File: config.mk
export PLATFORM = sky130hd
export DESIGN_NAME = skid_slice
export DESIGN_NICKNAME = d
export VERILOG_FILES = /design/src/rtl/skid_slice.sv
export SDC_FILE = /design/constraint.sdc
export NUM_CORES = 1
export LEC_CHECK = 0
export BUFFER_PORTS_ARGS = -buffer_cell sky130_fd_sc_hd__buf_4
export CORE_MARGIN = 5
export CORE_UTILIZATION = 54
export CTS_CLUSTER_DIAMETER = 50
export DETAILED_ROUTE_END_ITERATION = 12
export PLACE_DENSITY = 0.91
export SKIP_LAST_GASP = 1
export SLEW_MARGIN = 10
export SYNTH_ARGS = -nofsm -noshare
export SYNTH_HDL_FRONTEND = slang
export SYNTH_SLANG_ARGS = --single-unit
File: constraint.sdc
create_clock -name clk -period 2.06 [get_ports clk]
set_input_delay 0.103 -clock clk [delete_from_list [all_inputs] [get_ports clk]]
set_output_delay 0.103 -clock clk [all_outputs]
set_load 0.01 [all_outputs]
File: src/rtl/skid_slice.sv
// skid_slice: two-entry register slice for a valid/ready stream.
// The upstream ready and the downstream valid both come straight from flops,
// so this slice breaks every combinational path in both directions.
// Ports:
//   clk, rst_n            - clock, async active-low reset
//   flush                 - synchronous discard of all held beats
//   in_valid/in_ready/in_data    - upstream handshake and payload
//   out_valid/out_ready/out_data - downstream handshake and payload (main reg)
//   count                 - number of held beats, 0..2
//
// state | meaning
// EMPTY | no beat held, main holds stale data
// ONE   | head beat in main, skid unused
// FULL  | head beat in main, next beat in skid, upstream stalled
module skid_slice #(
  parameter int unsigned          WIDTH = 32,
  parameter logic [WIDTH-1:0]     INIT  = {WIDTH{1'b0}}
) (
  input  logic             clk,
  input  logic             rst_n,
  input  logic             flush,
  input  logic             in_valid,
  output logic             in_ready,
  input  logic [WIDTH-1:0] in_data,
  output logic             out_valid,
  input  logic             out_ready,
  output logic [WIDTH-1:0] out_data,
  output logic [1:0]       count
);

  typedef enum logic [1:0] {
    EMPTY = 2'b00,
    ONE   = 2'b01,
    FULL  = 2'b10
  } state_t;

  state_t           state;
  state_t           state_nxt;
  logic [WIDTH-1:0] main_q;
  logic [WIDTH-1:0] skid_q;
  logic             in_fire;
  logic             out_fire;
  logic             load_main;
  logic             main_from_skid;
  logic             load_skid;

  assign in_ready  = (state != FULL);
  assign out_valid = (state != EMPTY);
  assign in_fire   = in_valid & in_ready;
  assign out_fire  = out_valid & out_ready;
  assign out_data  = main_q;
  assign count     = state;

  always_ff @(posedge clk or negedge rst_n) begin
    if (!rst_n) begin
      state <= EMPTY;
    end else begin
      state <= state_nxt;
    end
  end

  always_comb begin
    state_nxt      = state;
    load_main      = 1'b0;
    main_from_skid = 1'b0;
    load_skid      = 1'b0;
    case (state)
      EMPTY: begin
        if (in_fire) begin
          load_main = 1'b1;
          state_nxt = ONE;
        end
      end
      ONE: begin
        if (in_fire && out_fire) begin
          load_main = 1'b1;
        end else if (in_fire) begin
          load_skid = 1'b1;
          state_nxt = FULL;
        end else if (out_fire) begin
          state_nxt = EMPTY;
        end
      end
      FULL: begin
        // in_ready is low here, so only the drain side can move
        if (out_fire) begin
          load_main      = 1'b1;
          main_from_skid = 1'b1;
          state_nxt      = ONE;
        end
      end
      default: begin
        state_nxt = EMPTY;
      end
    endcase
    // Flush empties the slice but leaves the data registers untouched, so
    // out_data keeps showing the last head value.
    if (flush) begin
      state_nxt = EMPTY;
      load_main = 1'b0;
      load_skid = 1'b0;
    end
  end

  always_ff @(posedge clk or negedge rst_n) begin
    if (!rst_n) begin
      main_q <= INIT;
    end else if (load_main) begin
      main_q <= main_from_skid ? skid_q : in_data;
    end
  end

  always_ff @(posedge clk or negedge rst_n) begin
    if (!rst_n) begin
      skid_q <= INIT;
    end else if (load_skid) begin
      skid_q <= in_data;
    end
  end

endmodule

# After elaboration in Yosys (flattened, before gate mapping)
# Index checks and enable logic that the tools add are counted.
# word_totals
word_cells	33
ff_bits	66
# op_classes
n_reduce_logical	4
muxes	17
n_eq_ne	7
bitwise_logic	2
# ops
op	n
$mux 32	1
$mux 2	6
$ne 3x3->1 const B	3
$mux 1	8
$pmux 2 s3	1
$ne 4x4->1 const B	1
$reduce_and 4->1	1
$pmux 1 s3	1
$and 1x1->1	2
$eq 2x1->1 const B	1
$eq 2x2->1 const B	1
$logic_not 2->1	1
$ne 2x2->1 const B	1
$reduce_bool 2->1	1
$logic_and 1x1->1	1

# Depth between registers and ports, before layout
# Gate-level depths: netlist of the first run.
# logic_depth
depth_word	7
depth_mapped	5
depth_no_buf	4

# Least setup slack after synthesis of the first run
# Ideal clock, no wire load.
# synth_path
path_kind	reg2reg
startpoint	register state[1] (netlist: count[1])
endpoint	register main_q[0] (netlist: out_data[0])
stages_incl_launch_ff	6
setup_time_ns	0.125
arrival_ns	1.496
path_slack_ns	0.439
path_cell_list	dfrtp_1 > and2b_1 > nand2b_1 > a21oi_4 > buf_6 > mux2_4
# synth_between
elab_chain_len	6
word_cells_on_any_way	15
cone_classes	3 x eq/ne; 7 x mux; 2 x bitwise; 3 x reduce/logical
# synth_rtl
element	line_no	text
from (decl)	37	state_t state;
from (signal assigned)	58	state <= state_nxt;
$ne 2x2->1 or $reduce_bool 2->1 (tied branches)	47, 48	
$and 1x1->1, on equally long branches	49, 50	
$logic_and 1x1->1	75	if (in_fire && out_fire) begin
$mux 1	75	
$pmux 1 s3	67	case (state)
$mux 1	98	if (flush) begin
to (signal assigned)	109	main_q <= main_from_skid ? skid_q : in_data;
to (decl)	39	logic [WIDTH-1:0] main_q;
# Parallel ways exist; a longest one is shown, timed or not.
# A chain may end at the register's enable or synchronous reset.

# Worst setup path in the final report of the first run
# layout_path
startpoint	register state[1] (netlist: count[1])
endpoint	register main_q[10] (netlist: out_data[10])
# The elaborated chain is that of the path after synthesis.

==> results.md, run 1 <==
- Status: complete, no violations
- Fill cells: 392
- Post-Route WL: just over 6000 um
- Warnings, synthesis: 0
- Routed len/inst: 17.0 um
- Crit-path cells: and2b_1 -> nand2b_1 -> a21oi_4 -> buf_4 -> mux2_2
- Top fanout value on the critical path: 13
- Post-DRT Antenna Nets: 0
- Sink Count: 66
- Initial DRC count: 24
- Worst hold path depth: 2
- H-Tree Depth: 3
- WS Path Type: reg -> reg
- RSZ-0062 raised after global routing: false
- Area Overhead vs Synth: 31.0%
- Fin crit period: 1.81 ns
- Post-cts gate resize count: 0
- FMAX: roughly 550 MHz
- Root buf cell: clkbuf_8
- Int Pwr: roughly 0.0027 W
- Fin area: about 4100 sq um
- Synthesized area: 3160 sq um
- Number of global-route vias before repair: 2057
- Final Setup Violations: 0
- Worst Path Buf+Inv: 1
- Clock power frac: 0.268
- Max Cap Viol: 0
- CTS Buf Count: 9
- Sw Ratio: 0.257
- Dpl ws: between 0.2 and 0.3 ns
- Syn avg cell area: between 15 and 20 sq um
- GRT Resource Usage Total: 0.171
- Clock skew: approximately 0.012 ns
- Height of the die: between 80 and 90 um
- Worst setup margin: about 0.25 ns
- Initial antenna violation count: 0
- Slew HR: 0.458
- Core ar.: approximately 5600 sq um
- DIE WIDTH: about 86 um
- Clock-pin slew on the worst setup and hold paths: about 0.070 ns
- Library cells used by synthesis: 21
- Switch Pwr: 0.000938 W
- Grt ovf: 0
- Synthesis-stage register bit count: between 60 and 70
- Sequential share of the synthesized area: 0.523
- CP peak stage delay: about 0.42 ns
- Layout cell share with drive strength beyond 1: 0.642
- Routability-driven placement congestion ratio: roughly 0.7
- CTS tree: built
- Worst EP arrival: between 2 and 2.5 ns
- Hold_buf cts: 15
- Family with the most delay on the worst path: simple AND/OR/NAND/NOR gates
- R2r setup slk: 0.25 ns
- Slowest CP cell: dfrtp_1
- Num rows: 27
- Hold_sp: in_data[0]
- Nature of the critical path endpoint: register
- DP Area: between 3000 and 4000 sq um
- IR drop worst, VDD: ~0.50 mV
- Count of nets after finishing: about 320
- CP startpoint kind: register
- Data required, critical path: between 2 and 2.5 ns
- Largest net degree at the start of global routing: between 60 and 70
- Port Buffers: 72
- # Post-CTS Setup Buffers: 0
- Hold Vio Cnt, Final: 0
- Worst r2r dst: out_data[10]$_DFFE_PN0P_
- Final Cycle Share: 0.876
- First-pass GRT wire length: 9900 um
- Antenna Cells: 0
- Reg2reg start: count[1]$_DFFE_PN0P_
- Reg power frac: 0.487
- Syn nets: 224
- Logic gate share of total power: 0.244
- Cell Pwr Density: 883 nW/um^2
- Setup TNS Final: 0 ns
- Cells after Synth: about 190
- Clock Latency Late Sink: 0.33 ns
- Pins Over Slew Limit: 0
- Via count: approximately 1800
- Hold EP: skid_q[0]$_DFFE_PN0P_
- Leak pwr: approximately 2.1 nW
- Drt drc: 0
- Slew @ Worst Pin: slightly above 0.8 ns
- DRT Pass-1 Iters: 4
- Vias per inst: around 5.1
- Initial Util: 0.563
- Worst-case clock buffer depth: 2
- Worst min path class: in -> reg
- Final HPWL DP: 4370 um
- Worst reg-to-reg path cell count: 5
- Die area: between 7000 and 8000 sq um
- Io pins: 73
power groups by stage:
stage / clock network [W] / registers, W / logic (W)
final: 0.000981 / 0.00178 / 0.000893
after global routing: 0.00107 / 0.00182 / 0.000961
after CTS: 0.00101 / 0.00178 / 0.000907
after detailed placement: 0 / 0.00180 / 0.000884
after global placement: 0 / 0.00178 / 0.000848
after floorplan: 0 / 0.00182 / 0.000460
cells in the final DEF, fill, tap and decap left out:
cell           instances
mux2_1                10
mux2_2                26
nand3_2                1
dlygate4sd3_1         17
and2b_1                1
nor2b_4                1
nor2b_1                1
nand2_4                1
a21oi_4                1
clkinv_2               1
nor3b_1                1
mux2_4                60
buf_12                 2
buf_4                 77
o21ai_2                1
nor3_1                 1
inv_1                  1
a21oi_1                2
nor2_1                 1
dfrtp_1               66
nand2b_1               1
o21bai_1               1
or2_2                  1
clkinvlp_4             1
clkbuf_8              12
cell type report:
type	instances	area [sq um]	share of cell area
inverters	1	3.75	0.000907
repair buffers	96	788	0.191
well taps	72	90.1	0.0218
multi-input cells	111	1430	0.345
flip-flops and latches	66	1650	0.399
clock buffers	12	165	0.0399
clock inverters	2	12.5	0.00302
registers in the layout (all words and copies together), names as in the netlist:
name      cells
skid_q       32
count         2
out_data     32
worst max path at each step:
stage | start | to | slack, ns | cells after the start
2_1_floorplan | count[1]$_DFFE_PN0P_ | out_data[0]$_DFFE_PN0P_ | 0.44 | 5
3_3_place_gp | count[0]$_DFFE_PN0P_ | out_data[25]$_DFFE_PN0P_ | 0.32 | 5
3_5_place_dp | count[1]$_DFFE_PN0P_ | out_data[9]$_DFFE_PN0P_ | 0.25 | 5
4_1_cts | count[1]$_DFFE_PN0P_ | out_data[9]$_DFFE_PN0P_ | 0.25 | 5
5_1_grt | count[1]$_DFFE_PN0P_ | out_data[10]$_DFFE_PN0P_ | 0.18 | 5
6_report | count[1]$_DFFE_PN0P_ | out_data[10]$_DFFE_PN0P_ | 0.25 | 5
metrics by stage:
step | hold WS (ns) | instances | total power, W | utilization
after floorplan | -0.193 | 187 | 0.00228 | -
after global placement | 0.251 | 329 | 0.00263 | 0.676
after detailed placement | 0.249 | 329 | 0.00269 | 0.676
after CTS | 0.0000778 | 358 | 0.00370 | 0.734
after global routing | 0.00158 | 360 | 0.00385 | 0.738
final | 0.0167 | 360 | 0.00365 | 0.738
cell families (layout without fill, tap and decap cells):
| group | count (synthesis) | in the layout | share of synthesized area |
|---|---|---|---|
| DFF | 66 | 66 | 0.523 |
| buffers and inverters | 10 | 111 | 0.0273 |
| muxes | 96 | 96 | 0.413 |
| and+or+nand+nor | 10 | 10 | 0.0230 |
| AOI/OAI and AO/OA | 5 | 5 | 0.0135 |
worst reg2reg max path, cell delays in order (launching register included):
cell and delay, ns:
dfrtp_1 0.42, and2b_1 0.31, nand2b_1 0.12, a21oi_4 0.20
buf_4 0.28, mux2_2 0.37
layer usage:
| layer | part of all wire | vias to the layer above | global-route usage |
|---|---|---|---|
| li1 | - | 863 | - |
| met1 | 0.41 | 924 | 0.212 |
| met2 | 0.52 | 49 | 0.281 |
| met3 | 0.068 | 6 | 0.0580 |
| met4 | 0.011 | 0 | 0.0581 |
| met5 | 0 | - | 0 |
synth_stat cells, drive strengths merged:
cell     n  area share
nor3     1      0.0016
buf      9       0.026
nor3b    1      0.0024
mux2    96        0.41
nand2b   1      0.0020
nand3    1      0.0016
nor2b    2      0.0063
dfrtp   66        0.52
o21bai   1      0.0024
a21oi    3      0.0083
nand2    1      0.0036
inv      1      0.0012
nor2     1      0.0012
and2b    1      0.0024
or2      1      0.0020
o21ai    1      0.0028
Power figures use the tool's default switching activity.
==> inputs of run 2 (changes only) <==
Settings changed: RECOVER_POWER set to 100.
==> results.md, run 2 (same netlist as run 1, synthesis figures left out) <==
- Clock skew: 0.0115 ns (-0.000627 ns)
- WS Path Type: reg -> reg
- DIE WIDTH: 86.5 um (unchanged)
- Area Overhead vs Synth: 23.3%
- Worst r2r dst: skid_q[2]$_DFFE_PN0P_
- First-pass GRT wire length: 9900 um (unchanged)
- Worst Hold Margin: 0.0181 ns (+0.00144 ns)
- Reg2reg start: count[1]$_DFFE_PN0P_
- Vias per inst: 5.07 (-0.92%)
- Top fanout value on the critical path: 18 (+5)
- Fin crit period: 1.85 ns (+0.0468 ns)
- H-Tree Depth: 3 (unchanged)
- Slew @ Worst Pin: 1.41 ns (+0.596 ns)
- Core ar.: 5610 sq um (unchanged)
- Hold Vio Cnt, Final: 0 (unchanged)
- Routability-driven placement congestion ratio: 0.689 (unchanged)
- Final HPWL DP: 4370 um (unchanged)
- Final Cycle Share: 0.899 (+0.0227)
- Clock Latency Late Sink: 0.33 ns (about the same)
- Hold EP: skid_q[0]$_DFFE_PN0P_
- Status: complete, no violations
- Count of nets after finishing: 322 (unchanged)
- Worst EP arrival: 2.05 ns (+0.04 ns)
- Die area: 7480 sq um (unchanged)
- Nature of the critical path endpoint: register
- Max Cap Viol: 0 (unchanged)
- Cell Pwr Density: 888 nW/um^2 (+0.59%)
- DRT Pass-1 Iters: 2 (-2)
- Number of global-route vias before repair: 2057 (unchanged)
- Clock-pin slew on the worst setup and hold paths: 0.07 ns (about the same)
- Port Buffers: 72 (unchanged)
- Post-cts gate resize count: 0 (unchanged)
- Worst-case clock buffer depth: 2 (unchanged)
- Antenna Cells: 0 (unchanged)
- Largest net degree at the start of global routing: 67 (unchanged)
- Worst hold path depth: 2 (unchanged)
- Routed len/inst: 16.9 um (-0.62%)
- Height of the die: 86.5 um (unchanged)
- Initial DRC count: 29 (+21%)
- CTS Buf Count: 9 (unchanged)
- Layout Utilization: 0.695 (-0.0433)
- Critical Path Start: count[1]$_DFFE_PN0P_
- Initial antenna violation count: 0 (unchanged)
- Worst reg-to-reg path cell count: 4 (-1)
- Sink Count: 66 (unchanged)
- Worst min path class: in -> reg
- R2r setup slk: 0.21 ns (-0.05 ns)
- Pins Over Slew Limit: 0 (unchanged)
- Grt ovf: 0 (unchanged)
- CP startpoint kind: register
- CTS tree: built
- Layout cell share with drive strength beyond 1: 0.438 (-0.205)
- Most frequent cells in the layout: dfrtp_1, buf_4, mux2_4
- Initial Util: 0.563 (unchanged)
- Drt drc: 0 (unchanged)
- IR drop worst, VDD: 0.469 mV (-5.7%)
- RSZ-0062 raised after global routing: false
- Commonest non-fill, non-tap cell in the layout: dfrtp_1
- Slew HR: 0.0608 (-0.398)
- Num rows: 27 (unchanged)
- Hold_buf cts: 15 (unchanged)
- FMAX: 540 MHz (-2.5%)
- Io pins: 73 (unchanged)
- Final Setup Violations: 0 (unchanged)
- Data required, critical path: 2.26 ns (about the same)
- Hold_sp: in_data[0]
- GRT Resource Usage Total: 0.171 (unchanged)
- Root buf cell: clkbuf_8
- Via count: 1825 (-0.92%)
- # Post-CTS Setup Buffers: 0 (unchanged)
- Setup TNS Final: 0 ns (unchanged)
- Post-DRT Antenna Nets: 0 (unchanged)
- Post-Route WL: 6090 um (-0.62%)
- Leak pwr: 1.85 nW (-11%)
run 2: cell types whose count changed in the layout (fill, tap and decap cells not counted), sizes merged:
cell    previous run  this run
clkbuf            12        50
buf               79        41
run 2: final cells by class:
type | instances | area (sq um)
clock buffers | 12 | 165
flip-flops and latches | 66 | 1650
fillers | 446 | 1710
multi-input cells | 111 | 1340
clock inverters | 2 | 12.5
inverters | 1 | 3.75
well taps | 72 | 90.1
repair buffers | 96 | 637
run 2: stage by stage:
stage	worst slack [ns]	instances	area, sq um	power, W
finish	0.208	360	3890	0.00346
detailed placement	0.252	329	3790	0.00269
global placement	0.319	329	3790	0.00263
floorplan	0.439	187	3160	0.00228
global route	0.116	360	3890	0.00366
CTS	0.251	358	4120	0.00370
run 2: power breakdown:
group	switching, W	internal (W)
combinational	0.000298	0.000411
clock	0.000461	0.000521
sequential	0.000164	0.00160
total	0.000923	0.00254
run 2: layer usage:
metal | global-route usage | vias up | wire [um]
li1 | - | 864 | -
met3 | 0.0580 | 6 | 394
met2 | 0.281 | 46 | 3080
met5 | 0 | - | 0
met1 | 0.212 | 909 | 2570
met4 | 0.0581 | 0 | 46
run 2: worst max-delay path: stages (launching register included):
cell and delay, ns:
dfrtp_1 0.41, and2b_1 0.30, nand3_1 0.39, buf_12 0.31, mux2_1 0.32
run 2: worst max-delay path by stage:
stage | endpoint | depth (start not counted)
after CTS | out_data[9]$_DFFE_PN0P_ | 5
after global placement | out_data[25]$_DFFE_PN0P_ | 5
after detailed placement | out_data[9]$_DFFE_PN0P_ | 5
final | skid_q[2]$_DFFE_PN0P_ | 4
after floorplan | out_data[0]$_DFFE_PN0P_ | 5
after global routing | skid_q[5]$_DFFE_PN0P_ | 4
==> inputs of run 3 (changes only) <==
Settings changed: ABC_AREA set to 1, CAP_MARGIN set to 20, CTS_CLUSTER_DIAMETER 50 to 150.
==> results.md, run 3 <==
- Sequential share of the synthesized area: 0.524 (+0.00104)
- Initial Util: 0.566 (+0.00229)
- Final Setup Violations: 0 (unchanged)
- Max Cap Viol: 1 (+1)
- # Post-CTS Setup Buffers: 0 (unchanged)
- Reg area: 1650 sq um (unchanged)
- Setup TNS Final: 0 ns (unchanged)
- Most frequent cells after synthesis: nand2_1, nand3_1, dfrtp_1, o21ai_0, buf_2
- Clock power frac: 0.260 (-0.024)
- Post-Route WL: 8700 um (+43%)
- Top fanout value on the critical path: 23 (+5)
- Slew HR: -0.0518 (-0.113)
- Largest net degree at the start of global routing: 67 (unchanged)
- Ys async rst share: 1.00 (unchanged)
- Routed len/inst: 15.0 um (-11%)
- Family with the most delay on the worst path: simple AND/OR/NAND/NOR gates
- Sink Count: 66 (unchanged)
- RSZ-0062 raised after global routing: false
- Most frequent cells in the layout: nand2_1, nand3_1, dfrtp_1
- Dpl ws: 0.116 ns (-0.136 ns)
- Worst-case clock buffer depth: 2 (unchanged)
- Status: finished, violations left
- Core ar.: 5570 sq um (-0.60%)
- Power Total: 0.00403 W (+16%)
- Worst Path Buf+Inv: 2 (+1)
- Clock Latency Late Sink: 0.34 ns (about the same)
- Clock-pin slew on the worst setup and hold paths: 0.07 ns (about the same)
- Cells after Synth: 412 (+120%)
- Num rows: 27 (unchanged)
- Int Pwr: 0.00270 W (+6.4%)
- Antenna Cells: 0 (unchanged)
- Post-cts gate resize count: 0 (unchanged)
- Fill cells: 438 (-1.8%)
- Data required, critical path: 2.33 ns (+0.07 ns)
- Multi-input logic area: 1330 sq um (-0.19%)
- Area Overhead vs Synth: 28.8%
- Dominant cell type by area after synthesis: dfrtp_1
- DIE WIDTH: 86.4 um (about the same)
- Height of the die: 86.4 um (about the same)
- CP peak stage delay: 0.66 ns (+0.25 ns)
- Port Buffers: 72 (unchanged)
- Initial antenna violation count: 0 (unchanged)
- Cell Pwr Density: 992 nW/um^2 (+12%)
- Top-count cell post-synth: nand2_1
- Worst setup margin: 0.157 ns (-0.0511 ns)
- Number of global-route vias before repair: 3177 (+54%)
- Yosys top cell area share: 0.524 (+0.00104)
- Logic gate share of total power: 0.248 (+0.043)
- Nature of the critical path endpoint: register
- Synthesized area: 3150 sq um (-0.20%)
- Final Cycle Share: 0.924 (+0.0248)
- IR drop worst, VDD: 0.645 mV (+37%)
- Slew @ Worst Pin: 1.58 ns (+0.169 ns)
- Largest cells by area after synthesis: dfrtp_1, nand2_1, nand3_1
- Grt ovf: 0 (unchanged)
- Count of nets after finishing: 540 (+68%)
- Crit-path cells: inv_1 -> nand4_4 -> nor2_1 -> buf_16 -> nand2_1 -> nand2_1
- Synthesis-stage register bit count: 66 (unchanged)
- Leak pwr: 2.13 nW (+15%)
- CP startpoint kind: register
- Io pins: 73 (unchanged)
- Sw Ratio: 0.330 (+0.0634)
- Layout cell share with drive strength beyond 1: 0.130 (-0.307)
- DRT Pass-1 Iters: 6 (+4)
- Worst min path class: in -> reg
- Via count: 3213 (+76%)
- Hold_buf cts: 27 (+12)
- First-pass GRT wire length: 14400 um (+46%)
- Syn avg cell area: 7.65 sq um (-55%)
- CTS tree: built
- Library cells used by synthesis: 17 (-19%)
- Slowest CP cell: nor2_1
- Syn nets: 449 (+100%)
- Die area: 7470 sq um (-0.18%)
- Drt drc: 0 (unchanged)
- Worst EP arrival: 2.18 ns (+0.13 ns)
- Fin crit period: 1.90 ns (+0.0511 ns)
- Pins Over Slew Limit: 67 (+67)
- Clock skew: 0.00568 ns (-0.00584 ns)
- Final HPWL DP: 5040 um (+16%)
- Post-DRT Antenna Nets: 0 (unchanged)
- Commonest non-fill, non-tap cell in the layout: nand2_1
- Most frequent CP cell: nand2_1
- H-Tree Depth: 3 (unchanged)
- WS Path Type: reg -> reg
- Initial DRC count: 344 (+1100%)
- Switch Pwr: 0.00133 W (+44%)
- Post-synth EDFFs: 0 (unchanged)
- GRT Resource Usage Total: 0.243 (+0.0721)
- Root buf cell: clkbuf_8
- Warnings, synthesis: 0 (unchanged)
- FMAX: 526 MHz (-2.7%)
- Hold Vio Cnt, Final: 0 (unchanged)
- Prevailing post-synth register cell: dfrtp_1
- Failing checks: capacitance limit, slew limit
- Vias per inst: 5.55 (+9.5%)
- Routability-driven placement congestion ratio: 0.830 (+21%)
- CTS Buf Count: 9 (unchanged)
- Reg power frac: 0.492 (-0.019)
==> run 3: cell count changes after synthesis, sizes merged, moves of 3 or more <==
cell / previous run / this run
clkbuf: 0 / 9
inv: 1 / 6
nand2: 1 / 202
nand3: 1 / 68
nor2: 1 / 5
buf: 9 / 20
mux2: 96 / 0
o21ai: 1 / 33
a21oi: 3 / 0
==> run 3: layout make-up <==
class	instances	share of cell area
inverter	6	0.00555
clock buffer	12	0.0357
sequential	66	0.407
tap	72	0.0222
timing repair buffer	109	0.192
multi-input combinational	311	0.328
clock inverter	3	0.00986
==> run 3: stage by stage <==
stage / std cells / area (sq um) / utilization / hold slack, ns
after CTS: 576 / 4150 / 0.744 / 0.00254
after global placement: 534 / 3690 / 0.662 / 0.243
after global routing: 579 / 4060 / 0.728 / 0.00720
after floorplan: 412 / 3150 / - / -0.193
final: 579 / 4060 / 0.728 / 0.00860
after detailed placement: 534 / 3690 / 0.662 / 0.248
==> run 3: worst register-to-register path, delay by kind of cell (launching register included) <==
kind | cells | cell delay (ns)
DFF | 1 | 0.44
and+or+nand+nor | 4 | 0.95
buffers and inverters | 2 | 0.46
==> run 3: routing by layer <==
layer / vias up / track usage / routed length, um
li1: 1503 / - / -
met1: 1515 / 0.302 / 3540
met2: 166 / 0.395 / 4200
met3: 29 / 0.0485 / 683
met4: 0 / 0.140 / 274
met5: - / 0 / 0
==> run 3: cells by family (layout without fill, tap and decap cells) <==
logic type             Yosys count  after routing  share of synthesized area
AND/OR/NAND/NOR                278            278                      0.371
flip-flops                      66             66                      0.524
buffers and inverters           35            130                     0.0528
AO/OA/AOI/OAI                   33             33                     0.0524
==> run 3: power by group through the flow <==
stage	Clock [W]	Combinational [W]	Sequential (W)
final	0.00105	0.000997	0.00198
after global routing	0.00111	0.00114	0.00203
after CTS	0.00105	0.00112	0.00198
after detailed placement	0	0.00107	0.00199
after global placement	0	0.00102	0.00197
after floorplan	0	0.000520	0.00202
==> run 3: worst paths after layout <==
path / from / endpoint / slack, ns / depth (start not counted)
hold reg to reg: out_data[30]$_DFFE_PN0P_ / out_data[30]$_DFFE_PN0P_ / 0.47 / 2
setup / recovery: count[1]$_DFFE_PN0P_ / skid_q[3]$_DFFE_PN0P_ / 0.16 / 6
setup reg to reg: count[1]$_DFFE_PN0P_ / skid_q[3]$_DFFE_PN0P_ / 0.16 / 6
max in group asynchronous: rst_n / out_data[10]$_DFFE_PN0P_ / 0.42 / 2
min in group asynchronous: rst_n / out_data[2]$_DFFE_PN0P_ / 0.70 / 2
hold / removal: in_data[11] / skid_q[11]$_DFFE_PN0P_ / 0.009 / 3
